$ cat src/rtl/alignment_sequencer.sv
`default_nettype none
// ============================================================================
// Module      : alignment_sequencer
// Description : Packs variable-length, low-justified chunks into dense 8-byte
//               words by steering an external byte-rotation network.
// Revision    : 1.0 - initial release
// ============================================================================
module alignment_sequencer #(
    parameter int DATA_WIDTH = 64
) (
    input  logic                  clk,
    input  logic                  rst,
    input  logic [DATA_WIDTH-1:0] in_data,
    input  logic [3:0]            in_bytes,
    input  logic                  in_last,
    input  logic                  in_valid,
    output logic                  in_ready,
    output logic [DATA_WIDTH-1:0] aln_in,
    output logic                  aln_reverse,
    output logic [2:0]            aln_start,
    input  logic [DATA_WIDTH-1:0] aln_out,
    output logic [DATA_WIDTH-1:0] out_data,
    output logic [3:0]            out_bytes,
    output logic                  out_last,
    output logic                  out_valid,
    input  logic                  out_ready
);

    typedef enum logic [0:0] {
        RUN   = 1'b0,
        FLUSH = 1'b1
    } state_t;

    state_t                r_state, w_stateNext;
    logic [2:0]            r_fill, w_fillNext;
    logic [DATA_WIDTH-1:0] r_hold, w_holdNext;
    logic [DATA_WIDTH-1:0] r_outData, w_outDataNext;
    logic [3:0]            r_outBytes, w_outBytesNext;
    logic                  r_outLast, w_outLastNext;
    logic                  r_outValid, w_outValidNext;

    logic                  w_free;
    logic                  w_accept;
    logic [3:0]            w_n;
    logic [3:0]            w_total;
    logic [DATA_WIDTH-1:0] w_merged;
    logic [DATA_WIDTH-1:0] w_remain;

    assign w_free   = !r_outValid || out_ready;
    assign in_ready = (r_state == RUN) && w_free;
    assign w_accept = in_valid && in_ready;

    assign w_n     = (in_bytes > 4'd8) ? 4'd8 : in_bytes;
    assign w_total = {1'b0, r_fill} + w_n;

    assign aln_in      = in_data;
    assign aln_reverse = 1'b0;
    assign aln_start   = r_fill;

    // Per lane: held byte below fill, rotated chunk byte up to total, else zero.
    // Rotated lanes that wrapped past lane 7 form the carry-over hold.
    for (genvar k = 0; k < 8; k++) begin : g_lane
        localparam logic [3:0] c_LANE = 4'(k);
        assign w_merged[8*k +: 8] = (c_LANE < {1'b0, r_fill}) ? r_hold[8*k +: 8] :
                                    (c_LANE < w_total)        ? aln_out[8*k +: 8] : 8'h00;
        assign w_remain[8*k +: 8] = ((c_LANE + 4'd8) < w_total) ? aln_out[8*k +: 8] : 8'h00;
    end

    always_comb begin
        w_stateNext    = r_state;
        w_fillNext     = r_fill;
        w_holdNext     = r_hold;
        w_outDataNext  = r_outData;
        w_outBytesNext = r_outBytes;
        w_outLastNext  = r_outLast;
        w_outValidNext = r_outValid && !out_ready;

        if (r_state == FLUSH) begin
            if (w_free) begin
                w_outValidNext = 1'b1;
                w_outDataNext  = r_hold;
                w_outBytesNext = {1'b0, r_fill};
                w_outLastNext  = 1'b1;
                w_fillNext     = 3'd0;
                w_holdNext     = '0;
                w_stateNext    = RUN;
            end
        end else if (w_accept) begin
            if (in_last && (w_total <= 4'd8)) begin
                if (w_total != 4'd0) begin
                    w_outValidNext = 1'b1;
                    w_outDataNext  = w_merged;
                    w_outBytesNext = w_total;
                    w_outLastNext  = 1'b1;
                end
                w_fillNext = 3'd0;
                w_holdNext = '0;
            end else if (w_total >= 4'd8) begin
                w_outValidNext = 1'b1;
                w_outDataNext  = w_merged;
                w_outBytesNext = 4'd8;
                w_outLastNext  = 1'b0;
                w_holdNext     = w_remain;
                w_fillNext     = w_total[2:0];
                // A last chunk reaching here overflowed the word; its tail needs its own beat.
                if (in_last) begin
                    w_stateNext = FLUSH;
                end
            end else begin
                w_holdNext = w_merged;
                w_fillNext = w_total[2:0];
            end
        end
    end

    always_ff @(posedge clk or posedge rst) begin
        if (rst) begin
            r_state    <= RUN;
            r_fill     <= 3'd0;
            r_hold     <= '0;
            r_outData  <= '0;
            r_outBytes <= 4'd0;
            r_outLast  <= 1'b0;
            r_outValid <= 1'b0;
        end else begin
            r_state    <= w_stateNext;
            r_fill     <= w_fillNext;
            r_hold     <= w_holdNext;
            r_outData  <= w_outDataNext;
            r_outBytes <= w_outBytesNext;
            r_outLast  <= w_outLastNext;
            r_outValid <= w_outValidNext;
        end
    end

    assign out_data  = r_outData;
    assign out_bytes = r_outBytes;
    assign out_last  = r_outLast;
    assign out_valid = r_outValid;

endmodule
`default_nettype wire

$ cat config.mk
export PLATFORM = sky130hd
export DESIGN_NAME = alignment_sequencer
export DESIGN_NICKNAME = d
export VERILOG_FILES = /design/src/rtl/alignment_sequencer.sv
export SDC_FILE = /design/constraint.sdc
export NUM_CORES = 1
export LEC_CHECK = 0
export CELL_PAD_IN_SITES_DETAIL_PLACEMENT = 1
export CELL_PAD_IN_SITES_GLOBAL_PLACEMENT = 2
export CORE_UTILIZATION = 27
export CTS_CLUSTER_DIAMETER = 120
export DETAILED_ROUTE_END_ITERATION = 10
export PLACE_DENSITY_LB_ADDON = 0.1
export SYNTH_ARGS = -nofsm -noshare
export SYNTH_HDL_FRONTEND = slang
export SYNTH_SLANG_ARGS = --single-unit
$ cat constraint.sdc
create_clock -name clk -period 6.1 [get_ports clk]
set_input_delay 0.915 -clock clk [delete_from_list [all_inputs] [get_ports clk]]
set_output_delay 0.915 -clock clk [all_outputs]
set_load 0.05 [all_outputs]
## Word-level counts from Yosys, hierarchy flattened

Index checks and enable logic that the tools add are counted.

| storage, ports and cells | value |
|---|---|
| register bits | 138 |
| bits of input ports | 137 |
| logic and storage cells | 112 |

| cells by class | value |
|---|---|
| add/sub/neg operators | 1 |
| $lt $le $gt $ge | 26 |
| equality and inequality tests | 2 |
| muxes and demuxes | 63 |
| bitwise gates (word level) | 1 |
| reductions and logical operators | 12 |

Operators with widths:

| kind | count |
|---|---|
| 64-bit two-way mux | 11 |
| 8-bit two-way mux | 23 |
| 4-bit < comparator, first input constant | 8 |
| 4-bit two-way mux | 7 |
| 1-bit two-way mux | 18 |
| 3-bit by 4-bit < comparator with 1-bit output, first input constant | 4 |
| 3-bit two-way mux | 4 |
| 3-bit < comparator, first input constant | 3 |
| 1-bit by 4-bit < comparator with 1-bit output, first input constant | 2 |
| 2-bit by 4-bit < comparator with 1-bit output, first input constant | 2 |
| 1-bit by 3-bit < comparator with 1-bit output, first input constant | 2 |
| 2-bit by 3-bit < comparator with 1-bit output, first input constant | 2 |
| 3-bit by 4-bit adder with 4-bit output | 1 |
| 4-bit greater-or-equal comparator, second input constant | 1 |
| 4-bit > comparator, second input constant | 1 |
| 4-bit <= comparator, second input constant | 1 |
| 1-bit logical AND | 4 |
| 4-bit AND reduction | 1 |
| 4-bit nonzero test | 1 |
| 3-bit by 2-bit inequality test with 1-bit output, second input constant | 1 |
| 3-bit nonzero test | 1 |
| 1-bit logical NOT | 2 |
| 2-bit by 1-bit inequality test with 1-bit output, second input constant | 1 |
| 2-bit AND reduction | 1 |
| 3 further kinds | 3 |

## Depth between registers and ports, before layout

Gate-level depths: netlist (run 1).

| logic depth | value |
|---|---|
| word-level depth | 10 |
| mapped depth | 12 |
| depth with buffers taken out | 9 |

## Least setup slack after synthesis (run 1)

No wires, ideal clock.

| path | value |
|---|---|
| path type | input port to flip-flop |
| from | input in_bytes[0] |
| to | register r_hold[0] |
| library setup time | 0.121 ns |
| data arrival time | 3.227 ns |
| slack | 2.752 ns |
| cell stages on the path | 9 |
| path buffers | 1 |
| cells stage by stage | nor2b_1 > ha_1 > inv_1 > fa_1 > nand2b_4 > o311ai_4 > buf_6 > o31ai_2 > a22o_1 |

| on the way | value |
|---|---|
| word-level cells in the longest chain between the ends | 10 |
| elaborated cells between the ends (all ways) | 15 |

RTL lines:

| what | line | text |
|---|---|---|
| from (decl) | 14 | `input logic [3:0] in_bytes,` |
| 4-bit > comparator | 53 | `assign w_n = (in_bytes > 4'd8) ? 4'd8 : in_bytes;` |
| 4-bit two-way mux * | 53 |  |
| 3-bit by 4-bit adder with 4-bit output * | 54 | `assign w_total = {1'b0, r_fill} + w_n;` |
| 1-bit by 4-bit < comparator with 1-bit output | 65 | `(c_LANE < w_total) ? aln_out[8*k +: 8] : 8'h00;` |
| 8-bit two-way mux | 65 |  |
| 8-bit two-way mux | 64 | `assign w_merged[8*k +: 8] = (c_LANE < {1'b0, r_fill}) ? r_hold[8*k +: 8] :` |
| 64-bit two-way mux | 98 | `end else if (w_total >= 4'd8) begin` |
| 64-bit two-way mux * | 89 | `if (in_last && (w_total <= 4'd8)) begin` |
| 64-bit two-way mux * | 88 | `end else if (w_accept) begin` |
| 64-bit two-way mux * | 78 | `if (r_state == FLUSH) begin` |
| to (signal assigned) | 128 | `r_hold <= w_holdNext;` |
| to (decl) | 36 | `logic [DATA_WIDTH-1:0] r_hold, w_holdNext;` |

Every way passes the cells marked *; elsewhere a longest branch is shown, timed or not. The select of a mux whose other input is x is not followed.
A chain may end at the register's enable or synchronous reset.

## Worst setup path in the final report (run 1)

| path | value |
|---|---|
| from | input in_bytes[3] |
| to | register r_outData[57], in the netlist out_data[57] |

| on the way | value |
|---|---|
| word-level cells in the longest chain between the ends | 9 |
| elaborated cells between the ends (all ways) | 17 |

RTL lines:

| what | line | text |
|---|---|---|
| 4-bit > comparator | 53 |  |
| 4-bit two-way mux * | 53 |  |
| 3-bit by 4-bit adder with 4-bit output * | 54 |  |
| 3-bit by 4-bit < comparator with 1-bit output | 65 |  |
| 8-bit two-way mux | 65 |  |
| 64-bit two-way mux (on tied branches) | 98, 90 |  |
| 64-bit two-way mux | 89 |  |
| 64-bit two-way mux | 88 |  |
| 64-bit two-way mux | 78 |  |
| to (signal assigned) | 129 | `r_outData <= w_outDataNext;` |
| to (decl) | 37 | `logic [DATA_WIDTH-1:0] r_outData, w_outDataNext;` |

Marks and branches as above.

==> run_results.csv, run 1 <==
group,metric,value,unit
power,peakVddDrop,0.2852,mV
logic_synthesis,synth.avg_cell_area,11.66,um^2
clocking,clkSlewWorstSetupHoldPaths,0.07,ns
floorplanning,die_h,162.9,um
drt,drt-total-wl,20.77,mm
logic_synthesis,synth_edf_count,0,
min_path,hp-class,"reg2reg",
logic_synthesis,synthCells,599,
sta,rsz0062_at_grt,"no",
power,p_switching,2351,uW
grt,grt_max_degree,105,
final_layout,area_growth,27.38,%
sta,setup_viol_count_final,0,
logic_synthesis,synth.cell_area,6987,um^2
worst_setup_path,crit_required,6.40,ns
power,comb_power_share,50.2,%
placed_design,dpl.hpwl,14.22,mm
worst_setup_path,crit_top_cell,"buf_4",
final_layout,fillerInstances,2756,
clocking,cts.sinks,138,
floorplanning,die_area,26520,um^2
grt,grt_pass1_wl,33.35,mm
logic_synthesis,yosysTopAreaCell,"dfrtp_1",
sta,fin_setup_tns,0,ns
worst_setup_path,r2r-start,"aln_start[1]$_DFFE_PP0P_",
sta,hold_viol_final,0,
sta,slew_viol_final,0,
drt,drt_iter0_drc,202,
sta,worstMarginPinSlew,1.141,ns
clocking,ctsHoldBuffers,0,
power,leakage,0.003863,uW
final_layout,final_cells,1024,
floorplanning,pin_count,276,
power,p_per_area,574.3,nW/um^2
logic_synthesis,synthArstFlopShare,100.0,%
min_path,holdPathEnd,"r_hold[60]$_DFFE_PP0P_",
worst_setup_path,r2r_slack,2.18,ns
final_layout,fin_area,8900,um^2
min_path,hold_start,"r_hold[60]$_DFFE_PP0P_",
logic_synthesis,seq_area_frac_synth,49.43,%
worst_setup_path,crit_buf_inv,4,
clocking,clk_latency,0.43,ns
worst_setup_path,cpLargestDelayFamily,"buffers and inverters",
worst_setup_path,crit_cells,12,
worst_setup_path,worstRegToRegCells,9,
status,status,"finished clean",
placed_design,portBuffers,146,
power,power.share.sequential,29.1,%
clocking,cts_buffers,17,
clocking,ctsResizeCount,0,
floorplanning,core,25250,um^2
sta,worst_hold_slack,0.4872,ns
logic_synthesis,syn-num-nets,740,
logic_synthesis,yosysWarnings,0,
sta,maxSlewHeadroom,23.64,%
clocking,post_cts_buffers,0,
floorplanning,num_rows,58,
sta,min_period_over_period,70.08,%
grt,track_usage,16.40,%
logic_synthesis,yosysMostFrequentCell,"dfrtp_1",
placed_design,post_dp_cell_area,8305,um^2
worst_setup_path,path_cells,"clkdlybuf4s50_1 > nor2b_1 > ha_1 > inv_1 > fa_1 > xnor2_1 > o21ai_1 > o211ai_2 > buf_4 > and2_1 > buf_4 > a31oi_1",
power,pwr-share-clk,20.7,%
floorplanning,dieWidth,162.9,um
logic_synthesis,synth-seq-cells,138,
logic_synthesis,synthTopCellsByArea,"dfrtp_1 49%, a22o_1 7.1%, buf_4 7.1%, mux2i_1 5.7%, o2bb2ai_1 5.0%",
worst_setup_path,end_kind,"register",
sta,fin_crit,4.275,ns
drt,viasPerCell,4.935,
final_layout,drive_above_1_share,10.66,%
clocking,cts_tree,"built",
worst_setup_path,critPathLaunchType,"primary input",
drt,vias,5053,
worst_setup_path,cp_max_fo,26,
grt,grt_pass1_vias,5719,
placed_design,routabilityCongestion,0.7495,
worst_setup_path,worstPathArrival,4.57,ns
sta,timing.fmax,233.9,MHz
clocking,clockBufferDepth,2,
placed_design,place_inst,992,
final_layout,layout.nets,822,
floorplanning,start_util,27.67,%
job,drv_cap,0,
drt,remaining_drc_errors,0,
logic_synthesis,synthTopCellsByCount,"138 x dfrtp_1, 66 x buf_4, 57 x a22o_1",
logic_synthesis,ys.flop_type,"dfrtp_1",
drt,antenna_left,0,
drt,routedWlPerCell,20.29,um
worst_setup_path,slowest_stage,"and2_1",
grt,antenna_found_initial,0,
worst_setup_path,r2r_end,"out_data[57]$_DFFE_PP0P_",
clocking,htreeDepth,4,
power,switching_share,45.99,%
worst_setup_path,worst_path_largest_cell_delay,0.57,ns
drt,dr.pass1.iters,4,
logic_synthesis,synthDistinctLibCells,54,
final_layout,antenna_cells,0,
logic_synthesis,synthDominantCellAreaShare,49.43,%
clocking,cts_root_buf,"clkbuf_16",
grt,overflow,0,
power,p_int,2761,uW
min_path,hold_depth,1,
sta,skew,0.01149,ns
worst_setup_path,worst-setup-path-type,"in2reg",
==> layer usage <==
metal | track usage [%] | up-vias | wire length (um)
li1 | - | 2316 | -
met2 | 26.50 | 140 | 10010
met4 | 5.310 | 0 | 291
met5 | 0 | - | 0
met1 | 21.46 | 2570 | 9496
met3 | 3.922 | 27 | 976
==> worst max-delay path by stage <==
stage / startpoint / endpoint / slack, ns
after global placement: in_bytes[3] / out_data[57]$_DFFE_PP0P_ / 1.52
after global routing: in_bytes[3] / out_data[56]$_DFFE_PP0P_ / 1.43
final: in_bytes[3] / out_data[57]$_DFFE_PP0P_ / 1.82
after detailed placement: in_bytes[3] / out_data[57]$_DFFE_PP0P_ / 1.34
after floorplan: rst / aln_start[0]$_DFFE_PP0P_ / 1.49
after CTS: in_bytes[3] / out_data[57]$_DFFE_PP0P_ / 1.78
==> registers in the layout, summed over array words and instances, names as in the netlist <==
name,flops
out_bytes,4
out_data,64
r_state,1
aln_start,3
out_last,1
r_hold,64
out_valid,1
==> area by class of cell <==
type	instances	area, um^2	share of cell area, %
Clock inverter	12	137.6	1.546
Timing Repair Buffer	156	1536	17.26
Inverter	9	38.79	0.4358
Sequential cell	138	3453	38.80
Clock buffer	20	456.7	5.131
Tap cell	330	412.9	4.639
Multi-Input combinational cell	359	2864	32.18
==> logic make-up after synthesis <==
group / Yosys count / share of synthesized area, %
compound gates: 186 / 24.23
flops: 138 / 49.43
simple gates: 117 / 8.417
buf+inv: 102 / 9.652
mux: 48 / 7.020
fa+ha+maj: 4 / 0.8239
xor+xnor: 3 / 0.3761
other cells: 1 / 0.05367
==> through the flow <==
step	total power [uW]	worst slack [ns]	utilization, %
2_1_floorplan	3320	1.489	-
3_3_place_gp	4061	1.519	32.89
3_5_place_dp	4100	1.338	32.89
4_1_cts	5194	1.784	35.24
5_1_grt	5409	1.434	35.24
6_report	5111	1.825	35.24
==> cells in the final DEF, fill, tap and decap left out, drive strengths merged, types with 4 or more instances in the layout <==
cell and instances:
clkbuf 20, nor2 17, a31oi 18, clkinv 4, buf 10, a22o 57
o2bb2ai 40, nand2 55, dfrtp 138, o211ai 7, nand3 18, o31ai 5
o21ai 14, inv 13, clkdlybuf4s50 146, mux2 8, a21oi 26, a2111oi 6
and2 11, mux2i 40
==> power groups by stage <==
stage	Clock (uW)	Combinational (uW)	Sequential (uW)
after detailed placement	0	2600	1500
after global routing	1120	2750	1540
after floorplan	0	1140	2180
after CTS	1090	2600	1500
after global placement	0	2560	1500
final	1060	2560	1490
(Power assumes the default switching activity.)
==> run 2: changes to the inputs <==
==> constraint.sdc (replaced) <==
create_clock -name clk -period 4.3 [get_ports clk]
set_input_delay 0.645 -clock clk [delete_from_list [all_inputs] [get_ports clk]]
set_output_delay 0.645 -clock clk [all_outputs]
set_load 0.05 [all_outputs]
==> run_results.csv, run 2 (same netlist as run 1, synthesis figures left out) <==
group,metric,value,unit
final_layout,final_cells,1032,
sta,hold_viol_final,0,
clocking,post_cts_buffers,0,
final_layout,final_util,35.63,%
clocking,cts_tree,"built",
final_layout,drive_above_1_share,11.82,%
placed_design,dp_slack,0.3157,ns
floorplanning,core,25250,um^2
clocking,clockBufferDepth,2,
sta,rsz0062_at_grt,"no",
clocking,cts_root_buf,"clkbuf_16",
clocking,cts.sinks,138,
final_layout,multi_input_area,2864,um^2
clocking,ctsResizeCount,0,
grt,grt_pass1_vias,5676,
floorplanning,start_util,27.67,%
sta,min_period_over_period,82.28,%
floorplanning,dieWidth,162.9,um
sta,setup_viol_count_final,0,
grt,track_usage,16.34,%
clocking,ctsHoldBuffers,0,
sta,maxSlewHeadroom,35.57,%
floorplanning,pin_count,276,
final_layout,area_growth,28.78,%
worst_setup_path,critPathLaunchType,"primary input",
power,p_per_area,813.6,nW/um^2
floorplanning,die_h,162.9,um
placed_design,routabilityCongestion,0.7331,
clocking,clk_latency,0.42,ns
final_layout,layout.nets,830,
floorplanning,num_rows,58,
sta,setup_ws,0.7620,ns
placed_design,dpl.hpwl,14.15,mm
grt,overflow,0,
final_layout,mostFrequentLayoutCell,"clkdlybuf4s50_1",
drt,drt_iter0_drc,285,
status,status,"finished clean",
sta,skew,0.01360,ns
drt,routedWlPerCell,19.96,um
power,leakage,0.003904,uW
placed_design,place_inst,1000,
power,peakVddDrop,0.3172,mV
sta,fin_crit,3.538,ns
drt,remaining_drc_errors,0,
placed_design,portBuffers,146,
final_layout,layout_common_cells,"146 x clkdlybuf4s50_1, 138 x dfrtp_1, 57 x a22o_1",
sta,slew_viol_final,0,
sta,worstMarginPinSlew,0.9629,ns
drt,viasPerCell,4.893,
grt,grt_max_degree,139,
drt,dr.pass1.iters,4,
clocking,htreeDepth,4,
sta,fin_setup_tns,0,ns
worst_setup_path,worst-setup-path-type,"in2reg",
min_path,hp-class,"reg2reg",
drt,vias,5050,
worst_setup_path,crit_required,4.65,ns
drt,drt-total-wl,20.60,mm
floorplanning,die_area,26520,um^2
sta,timing.fmax,282.6,MHz
worst_setup_path,worstPathArrival,3.88,ns
clocking,clkSlewWorstSetupHoldPaths,0.06,ns
clocking,cts_buffers,17,
drt,antenna_left,0,
grt,grt_pass1_wl,33.15,mm
final_layout,fillerInstances,2738,
final_layout,ff_latch_area,3453,um^2
grt,antenna_found_initial,0,
final_layout,antenna_cells,0,
job,drv_cap,0,
worst_setup_path,end_kind,"register",
worst_setup_path,cp_max_fo,8,
==> run 2: changes by cell type in the layout (fill, tap and decap cells not counted), sizes merged <==
cell / change
buf: +8
clkinvlp: +4
clkinv: -3
clkbuf: -1
==> run 2: cell type report <==
type	instances	area share, %
inverter	9	0.4172
tap	330	4.589
clock buffer	19	5.034
multi-input combinational	359	31.83
clock inverter	13	1.724
timing repair buffer	164	18.02
sequential	138	38.38
==> run 2: final timing paths <==
check | start | cells past startpoint | slack, ns | endpoint
min in group asynchronous | rst | 3 | 0.72 | out_data[21]$_DFFE_PP0P_
max in group asynchronous | rst | 3 | 2.83 | r_hold[50]$_DFFE_PP0P_
min | r_hold[62]$_DFFE_PP0P_ | 1 | 0.49 | r_hold[62]$_DFFE_PP0P_
max reg2reg | aln_start[0]$_DFFE_PP0P_ | 8 | 1.25 | r_hold[35]$_DFFE_PP0P_
min reg2reg | r_hold[62]$_DFFE_PP0P_ | 1 | 0.49 | r_hold[62]$_DFFE_PP0P_
max | in_bytes[3] | 10 | 0.76 | r_hold[35]$_DFFE_PP0P_
==> run 2: per-layer routing <==
layer,vias to the layer above,track usage [%],wire (um)
li1,2336,-,-
met1,2556,21.68,9465
met2,128,26.40,9928
met3,30,3.667,980
met4,0,4.885,227
met5,-,0,0
==> run 2: worst max-delay path: stages <==
cell and delay (ns):
clkdlybuf4s50_1 0.48, nor2b_1 0.17, ha_1 0.24, inv_1 0.08, fa_1 0.55, and3b_1 0.26, o31ai_4 0.31, o22ai_4 0.24
o41ai_4 0.66, a22o_1 0.24
==> run 2: metrics by stage <==
step	hold WS (ns)	total power [uW]	area, um^2
finish	0.4865	7320	8997
global route	0.5048	7744	8997
CTS	0.4938	7435	8997
global placement	0.4709	5804	8389
floorplan	0.4534	4710	6990
detailed placement	0.4707	5858	8389
==> run 2: where the power goes <==
group	leakage (uW)	switching [uW]	internal, uW	total [uW]
sequential	0.00181	272	1760	2030
combinational	0.00181	2460	1300	3760
clock	0.000283	622	901	1520
==> run 3: changes to the inputs <==
==> constraint.sdc (replaced) <==
create_clock -name clk -period 3.4 [get_ports clk]
set_input_delay 0.51 -clock clk [delete_from_list [all_inputs] [get_ports clk]]
set_output_delay 0.51 -clock clk [all_outputs]
set_load 0.05 [all_outputs]
==> run_results.csv, run 3 (same netlist as run 1, synthesis figures left out) <==
group,metric,value,unit
clocking,ctsResizeCount,0,
job,drv_cap,0,
status,status,"finished clean",
drt,viasPerCell,4.816,
clocking,clk_latency,0.42,ns
floorplanning,die_h,162.9,um
grt,grt_pass1_wl,33.09,mm
final_layout,antenna_cells,0,
clocking,post_cts_buffers,0,
final_layout,layout.nets,862,
clocking,cts_buffers,17,
floorplanning,die_area,26520,um^2
power,p_switching,4237,uW
power,switching_share,45.13,%
worst_setup_path,r2r_slack,0.61,ns
drt,routedWlPerCell,18.95,um
worst_setup_path,r2r_end,"r_hold[48]$_DFFE_PP0P_",
sta,hold_viol_final,0,
grt,grt_max_degree,139,
final_layout,layout_common_cells,"146 x clkdlybuf4s50_1, 138 x dfrtp_1, 57 x a22o_1",
power,peakVddDrop,0.4282,mV
placed_design,post_dp_cell_area,8667,um^2
sta,fin_crit,3.083,ns
worst_setup_path,endpoint,"out_data[40]$_DFFE_PP0P_",
worst_setup_path,cp_max_fo,8,
grt,antenna_found_initial,0,
final_layout,fin_area,9266,um^2
drt,remaining_drc_errors,0,
sta,min_period_over_period,90.69,%
clocking,htreeDepth,4,
grt,overflow,0,
sta,timing.fmax,324.3,MHz
grt,track_usage,16.15,%
power,p_int,5151,uW
placed_design,routabilityCongestion,0.7368,
sta,slew_viol_final,0,
worst_setup_path,worstRegToRegCells,9,
final_layout,drive_above_1_share,15.53,%
drt,vias,5124,
sta,setup_viol_count_final,0,
clocking,ctsHoldBuffers,0,
min_path,hp-class,"reg2reg",
placed_design,dpl.hpwl,14.14,mm
clocking,cts_tree,"built",
sta,worstMarginPinSlew,0.8984,ns
worst_setup_path,end_kind,"register",
worst_setup_path,worstPathArrival,3.35,ns
drt,dr.pass1.iters,4,
sta,maxSlewHeadroom,40.04,%
floorplanning,pin_count,276,
power,pwr-share-clk,20.2,%
worst_setup_path,crit_required,3.67,ns
drt,antenna_left,0,
power,power,9388,uW
final_layout,area_growth,32.63,%
clocking,cts_root_buf,"clkbuf_16",
power,comb_power_share,52.4,%
grt,grt_pass1_vias,5862,
worst_setup_path,setup.worst_path.start,"in_bytes[3]",
worst_setup_path,critPathLaunchType,"primary input",
placed_design,portBuffers,146,
clocking,clockBufferDepth,2,
floorplanning,dieWidth,162.9,um
power,power.share.sequential,27.4,%
floorplanning,num_rows,58,
power,p_per_area,1013,nW/um^2
floorplanning,core,25250,um^2
power,leakage,0.004072,uW
final_layout,mostFrequentLayoutCell,"clkdlybuf4s50_1",
sta,fin_setup_tns,0,ns
worst_setup_path,r2r-start,"aln_start[0]$_DFFE_PP0P_",
sta,rsz0062_at_grt,"no",
clocking,cts.sinks,138,
final_layout,final_cells,1064,
worst_setup_path,worst-setup-path-type,"in2reg",
clocking,clkSlewWorstSetupHoldPaths,0.06,ns
floorplanning,start_util,27.67,%
sta,skew,0.01159,ns
placed_design,place_inst,1032,
drt,drt-total-wl,20.16,mm
drt,drt_iter0_drc,170,
run 3: cell types whose count changed in the layout (fill, tap and decap cells not counted), sizes merged:
cell      change
buf          +32
clkinvlp      -1
clkinv        +1
run 3: power by group through the flow:
stage,Combinational [uW],Sequential [uW],Clock [uW]
2_1_floorplan,2040,3920,0
3_3_place_gp,4940,2580,0
3_5_place_dp,4990,2590,0
4_1_cts,5000,2580,1970
5_1_grt,5270,2650,2040
6_report,4920,2570,1900
run 3: stage by stage:
stage          setup WS, ns  hold WS [ns]  utilization (%)
4_1_cts              0.2947        0.4941            36.69
6_report             0.3166        0.4881            36.69
5_1_grt              0.1459        0.5020            36.69
2_1_floorplan        0.1151        0.4534                -
3_5_place_dp        -0.1333        0.4730            34.32
3_3_place_gp        -0.1459        0.4696            34.32
run 3: cell type report:
class	count	area, um^2
Fill cell	2775	15990
Sequential cell	138	3453
Multi-Input combinational cell	359	2864
Timing Repair Buffer	196	1899
Clock buffer	19	442.9
Tap cell	330	412.9
Clock inverter	13	156.4
Inverter	9	37.54
run 3: critical path, cell delays in order:
cell	delay, ns
clkdlybuf4s50_1	0.48
buf_4	0.13
nor2b_1	0.05
ha_1	0.50
nand3_2	0.15
a21oi_2	0.40
nor2_1	0.16
buf_4	0.19
o211ai_1	0.60
o2bb2ai_1	0.17
run 3: how the worst min path moves through the flow:
stage	from	endpoint	slack, ns	cells after the start
2_1_floorplan	r_hold[56]$_DFFE_PP0P_	r_hold[56]$_DFFE_PP0P_	0.45	1
3_5_place_dp	r_hold[56]$_DFFE_PP0P_	r_hold[56]$_DFFE_PP0P_	0.47	1
6_report	r_hold[62]$_DFFE_PP0P_	r_hold[62]$_DFFE_PP0P_	0.49	1
5_1_grt	r_hold[57]$_DFFE_PP0P_	r_hold[57]$_DFFE_PP0P_	0.50	1
3_3_place_gp	out_data[23]$_DFFE_PP0P_	out_data[23]$_DFFE_PP0P_	0.47	1
4_1_cts	r_hold[56]$_DFFE_PP0P_	r_hold[56]$_DFFE_PP0P_	0.49	1
run 3: per-layer routing:
layer | wire [um] | part of all wire [%] | up-vias | track usage [%]
met3 | 874 | 4.3 | 30 | 3.412
met1 | 9285 | 46 | 2564 | 21.24
met4 | 221 | 1.1 | 0 | 4.885
met2 | 9782 | 49 | 127 | 26.46
met5 | 0 | 0 | - | 0
li1 | - | - | 2403 | -
